### src/rtl/mouse_pkg.sv
// Shared definitions for the PS/2 mouse tracker: FSM states and status-byte bit positions.
package mouse_pkg;

  typedef enum logic [1:0] {
    WAIT_B0,
    WAIT_B1,
    WAIT_B2,
    UPDATE
  } mouse_state_e;

  localparam int LEFT  = 0;
  localparam int RIGHT = 1;
  localparam int SYNC  = 3;
  localparam int XSIGN = 4;
  localparam int YSIGN = 5;
  localparam int XOVF  = 6;
  localparam int YOVF  = 7;

  // 9-bit signed movement; an overflowed axis contributes no motion.
  function automatic logic signed [8:0] delta9(input logic sign_bit, input logic ovf_bit,
                                               input logic [7:0] mag);
    return ovf_bit ? 9'sd0 : $signed({sign_bit, mag});
  endfunction

endpackage

### src/rtl/position_clamp.sv
// Saturates a signed coordinate into the unsigned range [0, MAX_VAL].
module position_clamp #(
  parameter int IN_W    = 12,
  parameter int OUT_W   = 10,
  parameter int MAX_VAL = 639
) (
  input  logic signed [IN_W-1:0] value_i,
  output logic [OUT_W-1:0]       value_o
);

  localparam logic signed [IN_W-1:0] MAX_S = IN_W'(MAX_VAL);

  always_comb begin
    if (value_i[IN_W-1]) begin
      value_o = '0;
    end else if (value_i > MAX_S) begin
      value_o = OUT_W'(MAX_VAL);
    end else begin
      value_o = value_i[OUT_W-1:0];
    end
  end

endmodule

### src/rtl/mouse_position_tracker.sv
// Assembles 3-byte PS/2 mouse packets and integrates them into a clamped screen cursor position.
module mouse_position_tracker
  import mouse_pkg::*;
#(
  parameter int COLUMNS        = 640,
  parameter int ROWS           = 480,
  parameter int TIMEOUT_CYCLES = 2_500_000
) (
  input  logic                       clk_i,
  input  logic                       reset_i,
  input  logic [7:0]                 rx_data_i,
  input  logic                       rx_valid_i,
  output logic [$clog2(COLUMNS)-1:0] mouse_x_position_o,
  output logic [$clog2(ROWS)-1:0]    mouse_y_position_o,
  output logic                       left_button_o,
  output logic                       right_button_o,
  output logic                       packet_valid_o
);

  localparam int XW  = $clog2(COLUMNS);
  localparam int YW  = $clog2(ROWS);
  localparam int XSW = (XW + 2 > 10) ? XW + 2 : 10;
  localparam int YSW = (YW + 2 > 10) ? YW + 2 : 10;
  localparam int CW  = $clog2(TIMEOUT_CYCLES + 1);
  localparam logic [CW-1:0] CNT_LAST = CW'(TIMEOUT_CYCLES - 1);

  mouse_state_e    state_q, state_d;
  logic [CW-1:0]   cnt_q, cnt_d;
  logic [7:4]      status_q, status_d;   // sign/overflow bits only
  logic [1:0]      btn_q, btn_d;
  logic [7:0]      byte1_q, byte1_d;
  logic [7:0]      byte2_q, byte2_d;
  logic [XW-1:0]   x_q, x_d;
  logic [YW-1:0]   y_q, y_d;
  logic            left_q, left_d;
  logic            right_q, right_d;
  logic            valid_q, valid_d;

  logic signed [8:0]     dx, dy;
  logic signed [XSW-1:0] sum_x;
  logic signed [YSW-1:0] sum_y;
  logic [XW-1:0]         x_clamped;
  logic [YW-1:0]         y_clamped;

  always_comb begin
    dx    = delta9(status_q[XSIGN], status_q[XOVF], byte1_q);
    dy    = delta9(status_q[YSIGN], status_q[YOVF], byte2_q);
    sum_x = $signed({{(XSW - XW){1'b0}}, x_q}) + XSW'(dx);
    // PS/2 +Y points up while screen rows grow downward.
    sum_y = $signed({{(YSW - YW){1'b0}}, y_q}) - YSW'(dy);
  end

  position_clamp #(.IN_W(XSW), .OUT_W(XW), .MAX_VAL(COLUMNS - 1)) u_clamp_x (
    .value_i (sum_x),
    .value_o (x_clamped)
  );

  position_clamp #(.IN_W(YSW), .OUT_W(YW), .MAX_VAL(ROWS - 1)) u_clamp_y (
    .value_i (sum_y),
    .value_o (y_clamped)
  );

  always_comb begin
    state_d  = state_q;
    cnt_d    = cnt_q;
    status_d = status_q;
    btn_d    = btn_q;
    byte1_d  = byte1_q;
    byte2_d  = byte2_q;
    x_d      = x_q;
    y_d      = y_q;
    left_d   = left_q;
    right_d  = right_q;
    valid_d  = 1'b0;
    case (state_q)
      WAIT_B0: begin
        cnt_d = '0;
        if (rx_valid_i && rx_data_i[SYNC]) begin
          status_d = rx_data_i[7:4];
          btn_d    = rx_data_i[1:0];
          state_d  = WAIT_B1;
        end
      end
      WAIT_B1: begin
        if (rx_valid_i) begin
          byte1_d = rx_data_i;
          cnt_d   = '0;
          state_d = WAIT_B2;
        end else if (cnt_q == CNT_LAST) begin
          cnt_d   = '0;
          state_d = WAIT_B0;
        end else begin
          cnt_d = cnt_q + 1'b1;
        end
      end
      WAIT_B2: begin
        if (rx_valid_i) begin
          byte2_d = rx_data_i;
          cnt_d   = '0;
          state_d = UPDATE;
        end else if (cnt_q == CNT_LAST) begin
          cnt_d   = '0;
          state_d = WAIT_B0;
        end else begin
          cnt_d = cnt_q + 1'b1;
        end
      end
      UPDATE: begin
        x_d     = x_clamped;
        y_d     = y_clamped;
        left_d  = btn_q[LEFT];
        right_d = btn_q[RIGHT];
        valid_d = 1'b1;
        cnt_d   = '0;
        state_d = WAIT_B0;
      end
      default: state_d = WAIT_B0;
    endcase
  end

  always_ff @(posedge clk_i or posedge reset_i) begin
    if (reset_i) begin
      state_q  <= WAIT_B0;
      cnt_q    <= '0;
      status_q <= '0;
      btn_q    <= '0;
      byte1_q  <= '0;
      byte2_q  <= '0;
      x_q      <= XW'(COLUMNS / 2);
      y_q      <= YW'(ROWS / 2);
      left_q   <= 1'b0;
      right_q  <= 1'b0;
      valid_q  <= 1'b0;
    end else begin
      state_q  <= state_d;
      cnt_q    <= cnt_d;
      status_q <= status_d;
      btn_q    <= btn_d;
      byte1_q  <= byte1_d;
      byte2_q  <= byte2_d;
      x_q      <= x_d;
      y_q      <= y_d;
      left_q   <= left_d;
      right_q  <= right_d;
      valid_q  <= valid_d;
    end
  end

  assign mouse_x_position_o = x_q;
  assign mouse_y_position_o = y_q;
  assign left_button_o      = left_q;
  assign right_button_o     = right_q;
  assign packet_valid_o     = valid_q;

endmodule

### config.mk
export PLATFORM = sky130hd
export DESIGN_NAME = mouse_position_tracker
export DESIGN_NICKNAME = d
export VERILOG_FILES = /design/src/rtl/mouse_pkg.sv /design/src/rtl/position_clamp.sv /design/src/rtl/mouse_position_tracker.sv
export SDC_FILE = /design/constraint.sdc
export NUM_CORES = 1
export LEC_CHECK = 0
export BUFFER_PORTS_ARGS = -buffer_cell sky130_fd_sc_hd__buf_2
export CORE_MARGIN = 1
export CORE_UTILIZATION = 33
export CTS_BUF_LIST = sky130_fd_sc_hd__clkbuf_2
export DETAILED_ROUTE_END_ITERATION = 10
export MAX_ROUTING_LAYER = met4
export RECOVER_POWER = 50
export SYNTH_ARGS = -nofsm -noshare
export SYNTH_HDL_FRONTEND = slang
export SYNTH_SLANG_ARGS = --single-unit
### constraint.sdc
create_clock -name clk_i -period 2.5 [get_ports clk_i]
set_input_delay 0.125 -clock clk_i [delete_from_list [all_inputs] [get_ports clk_i]]
set_output_delay 0.125 -clock clk_i [all_outputs]
set_load 0.02 [all_outputs]
==> results by group, run 1 <==
Pwr
  – VDD IR max: 0.655 mV
  – Power, Total: 8.66 mW
  – P_sw: 3.77 mW
  – Static leakage: 2.39 nW
  – Seq pwr share: 20.2%
  – Int Power: 4.89 mW
  – P per Cell Area: 1620 nW/um^2
  – Sw Share: 43.5%
  – Clk pwr share: 9.6%
  – Power share of the combinational group: 70.1%

Worst setup path
  – Critical path fanouts, max: 7
  – Startpoint type of the worst setup path: flop
  – Req. time, crit path: 2.98 ns
  – WP data arrival: 3.23 ns
  – Reg2reg path depth: 11
  – Critical path class: reg2reg
  – Worst Setup End Kind: flop

Finish
  – Final net count: 539
  – Filler instances: 1127
  – Layout cells sized above 1: 38.4%
  – Non-Filler Instances: 652
  – Area Growth Syn to Fin: 32.3%
  – Area of the multi-input gates: 2550 sq um
  – Reg area: 1710 sq um
  – Antenna cells: 0

Timing
  – Tmin final: 2.75 ns
  – Fmax: 0.364 GHz
  – PnR worst setup slack: -0.247 ns
  – Slew headroom: -14.5%
  – RSZ-0062 raised after global routing: true
  – Setup violations, final: 15
  – Worst slew pin tran: 1.72 ns
  – Fin crit share: 110%
  – Max-slew violation count: 69
  – Max Clock Skew: 0.0345 ns
  – Final Hold Fails: 0

Clock tree
  – H-tree depth: 3
  – Worst skew pair latency: 0.55 ns
  – CTS root buf: clkbuf_2
  – CTS Sinks: 68
  – CTS tree: yes
  – Clk slew on worst S/H paths: 0.25 ns
  – Total CTS buffers: 9
  – CTS Buffer Depth: 2

Placed design
  – DPL Wire Length: 6580 um
  – GP Congestion: 0.859
  – DP Cell Count: 616
  – Port bufs: 32

Route
  – 1st-iter DRT viols: 127
  – Routed WL: 9640 um
  – Post-route DRC: 0
  – Vias per cell: 5.07
  – DRT Pass-1 Iters: 4
  – Routed wire per std cell: 14.8 um
  – Post-route ant nets: 0
  – Via Count: 3307

Synthesis
  – Fraction of registers with async set/reset: 100%
  – Post-Syn Nets: 444
  – Cell taking the most area after synthesis: dfrtp_1
  – Yosys warning total: 0
  – Post-synth top cells: 62 x dfrtp_1, 39 x nor2_1, 26 x ha_1, 26 x inv_1, 26 x mux2_2
  – Post-synth top area share: 38.3%
  – Synth Register Bits: 68
  – Seq/Total Area, Yosys: 42.2%
  – Count of cell types in the netlist: 54
  – Mean Syn Cell Area: 9.99 sq um
  – Most used DFF post-synth: dfrtp_1
  – Cell Area, Synth: 4050 sq um
  – Most frequent cell after synthesis: dfrtp_1
  – Dominant cells by area after synthesis: dfrtp_1 38%, ha_1 8.0%, mux2_2 7.2%
  – Post-synth EDFFs: 0
  – Mapped Cells: 405

Min path
  – Hold depth: 3
  – Worst hold-check path type: in2reg

Global route
  – First-pass GRT wire length: 15800 um
  – Global-route usage over all layers: 16.1%
  – Largest net degree at the start of global routing: 69
  – Initial antenna violation count: 0
  – Vias in the first global route: 3366
  – Global route total overflow: 0

Floorplan
  – Area of the core: 12000 sq um
  – Die X: 113 um
  – Die H: 113 um
  – Die area: 12700 sq um
  – Starting Density: 33.8%
  – Row count: 40
  – I/O pin count: 33

Run status
  – Status: complete, but fails checks
  – Failing checks: max-capacitance violations, max-slew violations, negative setup slack

Flow run
  – Max-Cap Viols: 1
==> power by group through the flow <==
stage	Clock (mW)	Sequential [mW]	Combinational (mW)
final	0.834	1.75	6.07
after floorplan	0	1.90	2.81
after global placement	0	1.75	4.46
after global routing	0.907	1.81	6.58
after detailed placement	0	1.76	4.55
after CTS	0.859	1.74	5.26
==> cells in the final DEF (no fill, tap or decap), types with 3 or more instances in the layout <==
master         synthesis  layout
inv_1                 26      24
xor2_1                20      19
a21oi_2                0       3
a311oi_2               0       4
ha_1                  26      21
mux2_2                26      26
o22ai_1                9       3
o22ai_2                0       6
dlygate4sd3_1          0      10
inv_6                  0       3
buf_4                  0      49
a211oi_1               9       7
nand2b_1              17      13
a21oi_1               14      11
dfstp_2                6       6
nand2_1               15      14
a21o_1                 5       5
a311oi_1               7       3
xnor2_1               11       9
nor3_1                 5       4
buf_2                  2      31
nand2b_4               0       3
ha_4                   0       3
clkbuf_2               0      10
nand3_1               17      17
nand4_1                6       6
nor2_1                39      39
nor2b_1               16      12
or3_1                  3       3
o21ai_0               11       7
dfrtp_1               62      61
==> layer usage <==
metal / share of wire (%) / vias to the layer above / global-route usage (%)
met2: 49 / 56 / 26.2
met1: 47 / 1626 / 20.3
li1: - / 1614 / -
met4: 1.2 / 0 / 4.89
met5: 0 / - / -
met3: 2.9 / 11 / 3.21
==> flip-flops by register name, indices dropped and copies added (netlist names) <==
name,flops
cnt_q,22
mouse_x_position_o,10
mouse_y_position_o,9
byte1_q,8
byte2_q,8
status_q,4
btn_q,2
state_q,2
left_button_o,1
packet_valid_o,1
right_button_o,1
==> worst max-delay path, stage by stage, from the launching register on <==
cell and delay (ns):
dfrtp_2 0.49, buf_4 0.14, nor2b_1 0.11, ha_1 0.25, nor2b_4 0.14, o2111a_2 0.27
buf_4 0.15, o21ai_2 0.10, or3b_4 0.38, and2_4 0.15, o21a_4 0.23, a311oi_2 0.28
==> cell type report <==
type                    instances  area share (%)
clock buffers                   9           0.841
multi-input cells             301            47.6
flip-flops and latches         68            31.9
clock inverters                 7            1.99
well taps                     147            3.43
inverters                      26            1.82
repair buffers                 94            12.4
==> cells by family (layout without fill, tap and decap cells) <==
| family | count (synthesis) | count (layout) | share of synthesized area (%) |
|---|---|---|---|
| XOR/XNOR | 31 | 32 | 6.71 |
| flip-flops | 68 | 68 | 42.2 |
| multiplexers | 27 | 27 | 7.48 |
| adder cells (fa/ha/maj) | 28 | 28 | 9.03 |
| AO/OA/AOI/OAI | 76 | 76 | 13.1 |
| buffers and inverters | 37 | 136 | 3.49 |
| AND/OR/NAND/NOR | 138 | 138 | 17.9 |
==> final timing paths <==
check,start,endpoint,slack [ns]
worst max register to register,status_q[6],mouse_x_position_o[1],-0.25
max in group asynchronous,reset_i,status_q[6],0.68
worst min register to register,btn_q[0],left_button_o,0.50
min in group asynchronous,reset_i,cnt_q[16],0.69
worst min-delay path,rx_data_i[7],byte2_q[7],0.38
worst max-delay path,status_q[6],mouse_x_position_o[1],-0.25
==> stage by stage <==
step / setup TNS [ns] / setup slack [ns] / hold WS [ns] / area [sq um] / util [%]
finish: -1.90 / -0.247 / 0.382 / 5360 / 44.8
detailed placement: -5.24 / -0.380 / 0.237 / 4690 / 39.2
CTS: -1.43 / -0.201 / 0.129 / 5140 / 43.0
global placement: -4.29 / -0.318 / 0.232 / 4690 / 39.2
global route: -4.50 / -0.378 / 0.362 / 5360 / 44.8
floorplan: -0.637 / -0.0972 / 0.276 / 4050 / -
==> timing repair <==
action                     CTS  global route
gates resized for setup     32            35
hold endpoints to repair    93             0
setup buffers                6             4
setup endpoints to repair   19            19
hold buffers                10             0
cloned                       1             0
pin swaps                   17            22
(Power assumes the default switching activity.)
==> run 2, diff against run 1 <==
--- a/config.mk
+++ b/config.mk
@@ -14,4 +14,5 @@
 export RECOVER_POWER = 50
 export SYNTH_ARGS = -nofsm -noshare
 export SYNTH_HDL_FRONTEND = slang
+export SYNTH_HIERARCHICAL = 1
 export SYNTH_SLANG_ARGS = --single-unit
==> run 2 against run 1 <==
  * The flow still finishes with violations (max-capacitance violations, max-slew violations, negative setup slack)
  * Clock skew decreased by 0.010 ns
  * Total power decreased by 9.5%
  * Worst setup slack got worse by 0.052 ns
  * Non-clock buffer count increased by 1
==> results by group, run 2 <==
Pwr
  – Static leakage: 2.42 nW
  – P per Cell Area: 1480 nW/um^2
  – VDD IR max: 0.398 mV

Synthesis
  – Most used DFF post-synth: dfrtp_1
  – Fraction of registers with async set/reset: 100%
  – Synth Register Bits: 68
  – Post-synth top area share: 37.2%
  – Cell Area, Synth: 4170 sq um
  – Seq/Total Area, Yosys: 41.0%
  – Post-synth top cells: 62 x dfrtp_1, 41 x mux2_2, 27 x nor2_1, 26 x ha_1, 25 x a21oi_1
  – Most frequent cell after synthesis: dfrtp_1
  – Mean Syn Cell Area: 10.5 sq um
  – Yosys warning total: 6
  – Cell taking the most area after synthesis: dfrtp_1
  – Count of cell types in the netlist: 53
  – Post-synth EDFFs: 0
  – Dominant cells by area after synthesis: dfrtp_1 37%, mux2_2 11%, ha_1 7.8%
  – Mapped Cells: 397
  – Post-Syn Nets: 436

Global route
  – Vias in the first global route: 3160
  – Initial antenna violation count: 0
  – Global route total overflow: 0
  – First-pass GRT wire length: 14800 um
  – Largest net degree at the start of global routing: 69
  – Global-route usage over all layers: 14.7%

Route
  – Routed WL: 9100 um
  – 1st-iter DRT viols: 94
  – Routed wire per std cell: 13.6 um
  – DRT Pass-1 Iters: 4
  – Post-route ant nets: 0
  – Post-route DRC: 0
  – Via Count: 3158
  – Vias per cell: 4.73

Worst setup path
  – Crit-path max cell delay: 0.45 ns
  – Critical path class: reg2reg
  – Req. time, crit path: 2.88 ns
  – Critical path fanouts, max: 5
  – Crit path max-delay cell type: dfrtp_1
  – Worst Setup End Kind: flop
  – Startpoint type of the worst setup path: flop
  – Worst-path cell chain: nor2b_1, ha_1, inv_1, fa_2, a21o_1, a2111oi_4, o21ai_2, a21oi_2, xnor2_2, buf_4, a21oi_1, mux2_2
  – Buf/Inv on CP: 2
  – WP data arrival: 3.18 ns
  – Top Family by Delay on Critical Path: compound AO/OA/AOI/OAI gates

Timing
  – Max-slew violation count: 69
  – Slew headroom: -15.9%
  – Worst slew pin tran: 1.74 ns
  – RSZ-0062 raised after global routing: true
  – Final Hold Fails: 0
  – Max Clock Skew: 0.0241 ns
  – Setup violations, final: 19
  – PnR worst setup slack: -0.299 ns
  – Fmax: 0.357 GHz
  – Fin crit share: 112%
  – Tmin final: 2.80 ns

Finish
  – Most frequent cells in the layout: 60 x dfrtp_1, 49 x buf_4, 32 x mux2_2, 32 x buf_2
  – Layout cells sized above 1: 42.1%
  – Non-Filler Instances: 667
  – Leading cell type in the layout, fill and taps excluded: dfrtp_1
  – Area Growth Syn to Fin: 27.2%
  – Antenna cells: 0
  – Design Area, Final: 5310 sq um
  – Final net count: 533
  – Largest Register: cnt_q
  – Max reg flops: 22

Clock tree
  – CTS root buf: clkbuf_2
  – Total CTS buffers: 9
  – H-tree depth: 3
  – Worst skew pair latency: 0.50 ns
  – CTS Sinks: 68
  – CTS tree: yes
  – Clk slew on worst S/H paths: 0.18 ns
  – CTS Buffer Depth: 2

Floorplan
  – I/O pin count: 33
  – Die H: 114 um
  – Row count: 40
  – Die area: 13100 sq um
  – Starting Density: 34.3%
  – Die X: 114 um
  – Area of the core: 12200 sq um

Placed design
  – DP Cell Count: 632
  – GP Congestion: 0.839
  – DP Area: 4860 sq um
  – Port bufs: 32
  – DPL Wire Length: 6460 um

Min path
  – Worst hold-check path type: in2reg

Run status
  – Failing checks: max-capacitance violations, max-slew violations, negative setup slack
  – Status: complete, but fails checks

Flow run
  – Max-Cap Viols: 1
run 2: cell types whose count changed after synthesis, moves of 7 or more:
cell      delta
nor2_2      +20
mux2_2      +15
nor2_1      -12
a21oi_1     +11
o22ai_1      -9
xnor2_1      +9
a211oi_1     -8
inv_1        -8
and3_1       +7
nand2_1      +7
nor2b_1      -7
run 2: per-stage QoR:
stage	hold slack, ns	setup slack [ns]	setup TNS (ns)	util, %	total power, mW
after floorplan	0.276	-0.201	-0.544	-	5.00
after global placement	0.236	-0.218	-3.01	40.0	6.33
after detailed placement	0.241	-0.322	-4.34	40.0	6.46
after CTS	0.214	-0.336	-4.89	42.5	7.41
after global routing	0.408	-0.466	-6.70	43.6	8.45
final	0.435	-0.299	-4.06	43.6	7.83
run 2: report_power, final:
part	leakage (nW)	switching [mW]	total, mW	internal, mW
Clock	0.0668	0.393	0.619	0.226
Sequential	0.860	0.266	1.75	1.48
Combinational	1.50	2.74	5.46	2.72
run 2: per-layer routing:
layer,global-route usage [%],wire length [um],up-vias
met5,-,0,-
met4,2.68,85,0
met3,3.76,271,9
met2,25.9,4670,38
met1,17.0,4070,1536
li1,-,-,1575
run 2: path summary, 6_finish.rpt:
check	slack, ns	depth (start not counted)	start	endpoint
min	0.44	3	rx_data_i[0]	byte1_q[0]
max	-0.30	12	status_q[7]	mouse_y_position_o[3]
max reg2reg	-0.30	12	status_q[7]	mouse_y_position_o[3]
min reg2reg	0.52	1	byte1_q[7]	byte1_q[7]
max in group asynchronous	0.58	4	reset_i	mouse_x_position_o[0]
min in group asynchronous	0.77	4	reset_i	cnt_q[9]
run 2: tightest hold or removal path, stage by stage:
cell,delay (ns)
dlygate4sd3_1,0.51
buf_2,0.13
mux2_2,0.14
run 2: timing repair:
item / in CTS / in global routing
buffers inserted: 4 / 4
endpoints found under the setup margin: 19 / 19
pin swaps: 27 / 18
hold buffers: 11 / 0
resized for setup: 18 / 24
endpoints found under the hold margin: 92 / 0
gates cloned: 0 / 0
run 2: logic make-up after synthesis:
logic type | Yosys count | synth area share, %
compound gates | 58 | 9.21
xor+xnor | 37 | 7.77
fa+ha+maj | 28 | 8.76
buf+inv | 27 | 3.51
flops | 68 | 41.0
mux | 41 | 11.1
simple gates | 138 | 18.7
run 2: cell type report:
class | count | area, sq um
clock buffers | 10 | 50.0
clock inverters | 6 | 55.1
fillers | 1150 | 6860
inverters | 18 | 67.6
multi-input cells | 302 | 2540
flip-flops and latches | 68 | 1710
well taps | 168 | 210
repair buffers | 95 | 666
==> run 3, diff against run 2 <==
==> constraint.sdc (replaced) <==
create_clock -name clk_i -period 2.5 [get_ports clk_i]
set_input_delay 0.125 -clock clk_i [delete_from_list [all_inputs] [get_ports clk_i]]
set_output_delay 0.125 -clock clk_i [all_outputs]
set_load 0.005 [all_outputs]
==> run 3 against run 2 <==
  * The flow still finishes with violations (max-capacitance violations, max-slew violations, negative setup slack)
  * Total power rose by 0.95%
  * Core utilization increased by 0.60 points
  * Clock power is 19% higher
  * Flip-flop and latch count unchanged
  * Clock skew decreased by 0.0022 ns
  * Hold slack lost 0.055 ns
  * Largest power group unchanged
  * Highest routed layer unchanged
==> results by group, run 3 (same netlist as run 2, synthesis figures left out) <==
Worst setup path
  – WP data arrival: 3.20 ns
  – Crit path launch: status_q[7]
  – Critical path destination: mouse_y_position_o[2]
  – Worst Setup End Kind: flop
  – Startpoint type of the worst setup path: flop
  – Reg2reg start: status_q[7]
  – Req. time, crit path: 2.94 ns
  – Critical path class: reg2reg
  – R2R Path End: mouse_y_position_o[2]
  – Reg2reg path depth: 11
  – R2r setup slk: -0.27 ns
  – Critical path fanouts, max: 5

Placed design
  – DP Cell Count: 626
  – DPL Wire Length: 6500 um
  – Port bufs: 32
  – GP Congestion: 0.830
  – Dpl ws: -0.246 ns

Clock tree
  – CTS tree: yes
  – CTS root buf: clkbuf_2
  – Worst skew pair latency: 0.54 ns
  – CTS Sinks: 68
  – Clk slew on worst S/H paths: 0.20 ns
  – CTS Buffer Depth: 2
  – H-tree depth: 3
  – Total CTS buffers: 9

Min path
  – Hold_sp: rx_data_i[5]
  – Worst hold-check path type: in2reg
  – Hold depth: 3

Timing
  – Final Hold Fails: 0
  – Setup violations, final: 19
  – Worst slew pin tran: 1.73 ns
  – Total Neg Setup Slack: -3.03 ns
  – Max Clock Skew: 0.0219 ns
  – Tmin final: 2.77 ns
  – Fmax: 0.362 GHz
  – Fin crit share: 111%
  – RSZ-0062 raised after global routing: true
  – Slew headroom: -15.0%
  – PnR worst setup slack: -0.265 ns
  – Max-slew violation count: 69

Finish
  – Antenna cells: 0
  – Largest Register: cnt_q
  – Layout cells sized above 1: 43.3%
  – Util after Layout: 44.2%
  – Leading cell type in the layout, fill and taps excluded: dfrtp_1
  – Most frequent cells in the layout: 61 x dfrtp_1, 40 x buf_4, 32 x buf_2
  – Area Growth Syn to Fin: 29.0%
  – Final net count: 526
  – Max reg flops: 22
  – Non-Filler Instances: 660

Floorplan
  – Die area: 13100 sq um
  – Starting Density: 34.3%
  – Area of the core: 12200 sq um
  – I/O pin count: 33
  – Row count: 40
  – Die X: 114 um
  – Die H: 114 um

Route
  – Routed wire per std cell: 13.8 um
  – Routed WL: 9130 um
  – Via Count: 3146
  – DRT Pass-1 Iters: 4
  – Post-route ant nets: 0
  – Post-route DRC: 0
  – Vias per cell: 4.77
  – 1st-iter DRT viols: 95

Global route
  – Vias in the first global route: 3256
  – Largest net degree at the start of global routing: 69
  – First-pass GRT wire length: 15300 um
  – Global-route usage over all layers: 15.5%
  – Initial antenna violation count: 0
  – Global route total overflow: 0

Run status
  – Status: complete, but fails checks
  – Failing checks: max-capacitance violations, max-slew violations, negative setup slack

Flow run
  – Max-Cap Viols: 1

Pwr
  – Static leakage: 2.42 nW
  – Power share of the combinational group: 68.5%
  – Sw Share: 42.1%
  – Power, Total: 7.91 mW
  – VDD IR max: 0.526 mV
  – P_sw: 3.33 mW
  – P per Cell Area: 1470 nW/um^2
  – Clk pwr share: 9.3%
  – Seq pwr share: 22.2%
  – Int Power: 4.58 mW
[run 3: changes by cell type in the layout (fill, tap and decap cells not counted), sizes merged]
cell / change
buf: -7
bufinv: +1
clkbuf: +1
clkinvlp: -1
dlygate4sd3: -1
[run 3: power groups by stage]
| stage | registers (mW) | clock network [mW] | logic (mW) |
|---|---|---|---|
| 2_1_floorplan | 1.72 | 0 | 3.09 |
| 6_report | 1.76 | 0.734 | 5.42 |
| 3_3_place_gp | 1.75 | 0 | 4.26 |
| 5_1_grt | 1.82 | 0.808 | 5.89 |
| 4_1_cts | 1.75 | 0.768 | 4.83 |
| 3_5_place_dp | 1.76 | 0 | 4.37 |
[run 3: worst max-delay path, cell delays in order (launching register included)]
cell	delay (ns)
dfrtp_1	0.44
nor2b_1	0.14
ha_2	0.20
inv_2	0.04
fa_2	0.33
a21o_1	0.21
a2111oi_4	0.35
o21ai_2	0.14
xnor2_2	0.17
a41oi_2	0.26
a21oi_1	0.11
mux2_4	0.27
[run 3: metal layers]
layer | part of all wire, % | global-route usage (%)
met5 | 0 | -
met4 | 1.9 | 7.45
met3 | 2.7 | 3.49
met2 | 49 | 25.1
met1 | 46 | 18.3
[run 3: repair_timing]
| action | in CTS | in global routing |
|---|---|---|
| hold buffers | 10 | 0 |
| hold endpoints to repair | 93 | 0 |
| gates cloned | 0 | 0 |
| pin swaps | 25 | 13 |
| setup buffers | 5 | 3 |
| gates resized for setup | 31 | 39 |
| endpoints found under the setup margin | 19 | 19 |
[run 3: worst min-delay path by stage]
stage / slack, ns / end
after global routing: 0.34 / status_q[6]
after floorplan: 0.28 / status_q[6]
final: 0.38 / byte1_q[5]
after CTS: 0.12 / cnt_q[8]
after detailed placement: 0.24 / cnt_q[9]
after global placement: 0.24 / mouse_y_position_o[0]
[run 3: final cells by class]
cell class	instances	area, sq um
fill	1155	6780
multi-input combinational	302	2650
sequential	68	1710
timing repair buffer	88	614
tap	168	210
clock inverter	6	78.8
inverter	18	67.6
clock buffer	10	50.0
[run 3: metrics by stage]
step	cell area (sq um)	hold WS (ns)
floorplan	4210	0.276
global placement	4800	0.237
global route	5380	0.340
finish	5380	0.380
CTS	5200	0.117
detailed placement	4800	0.237
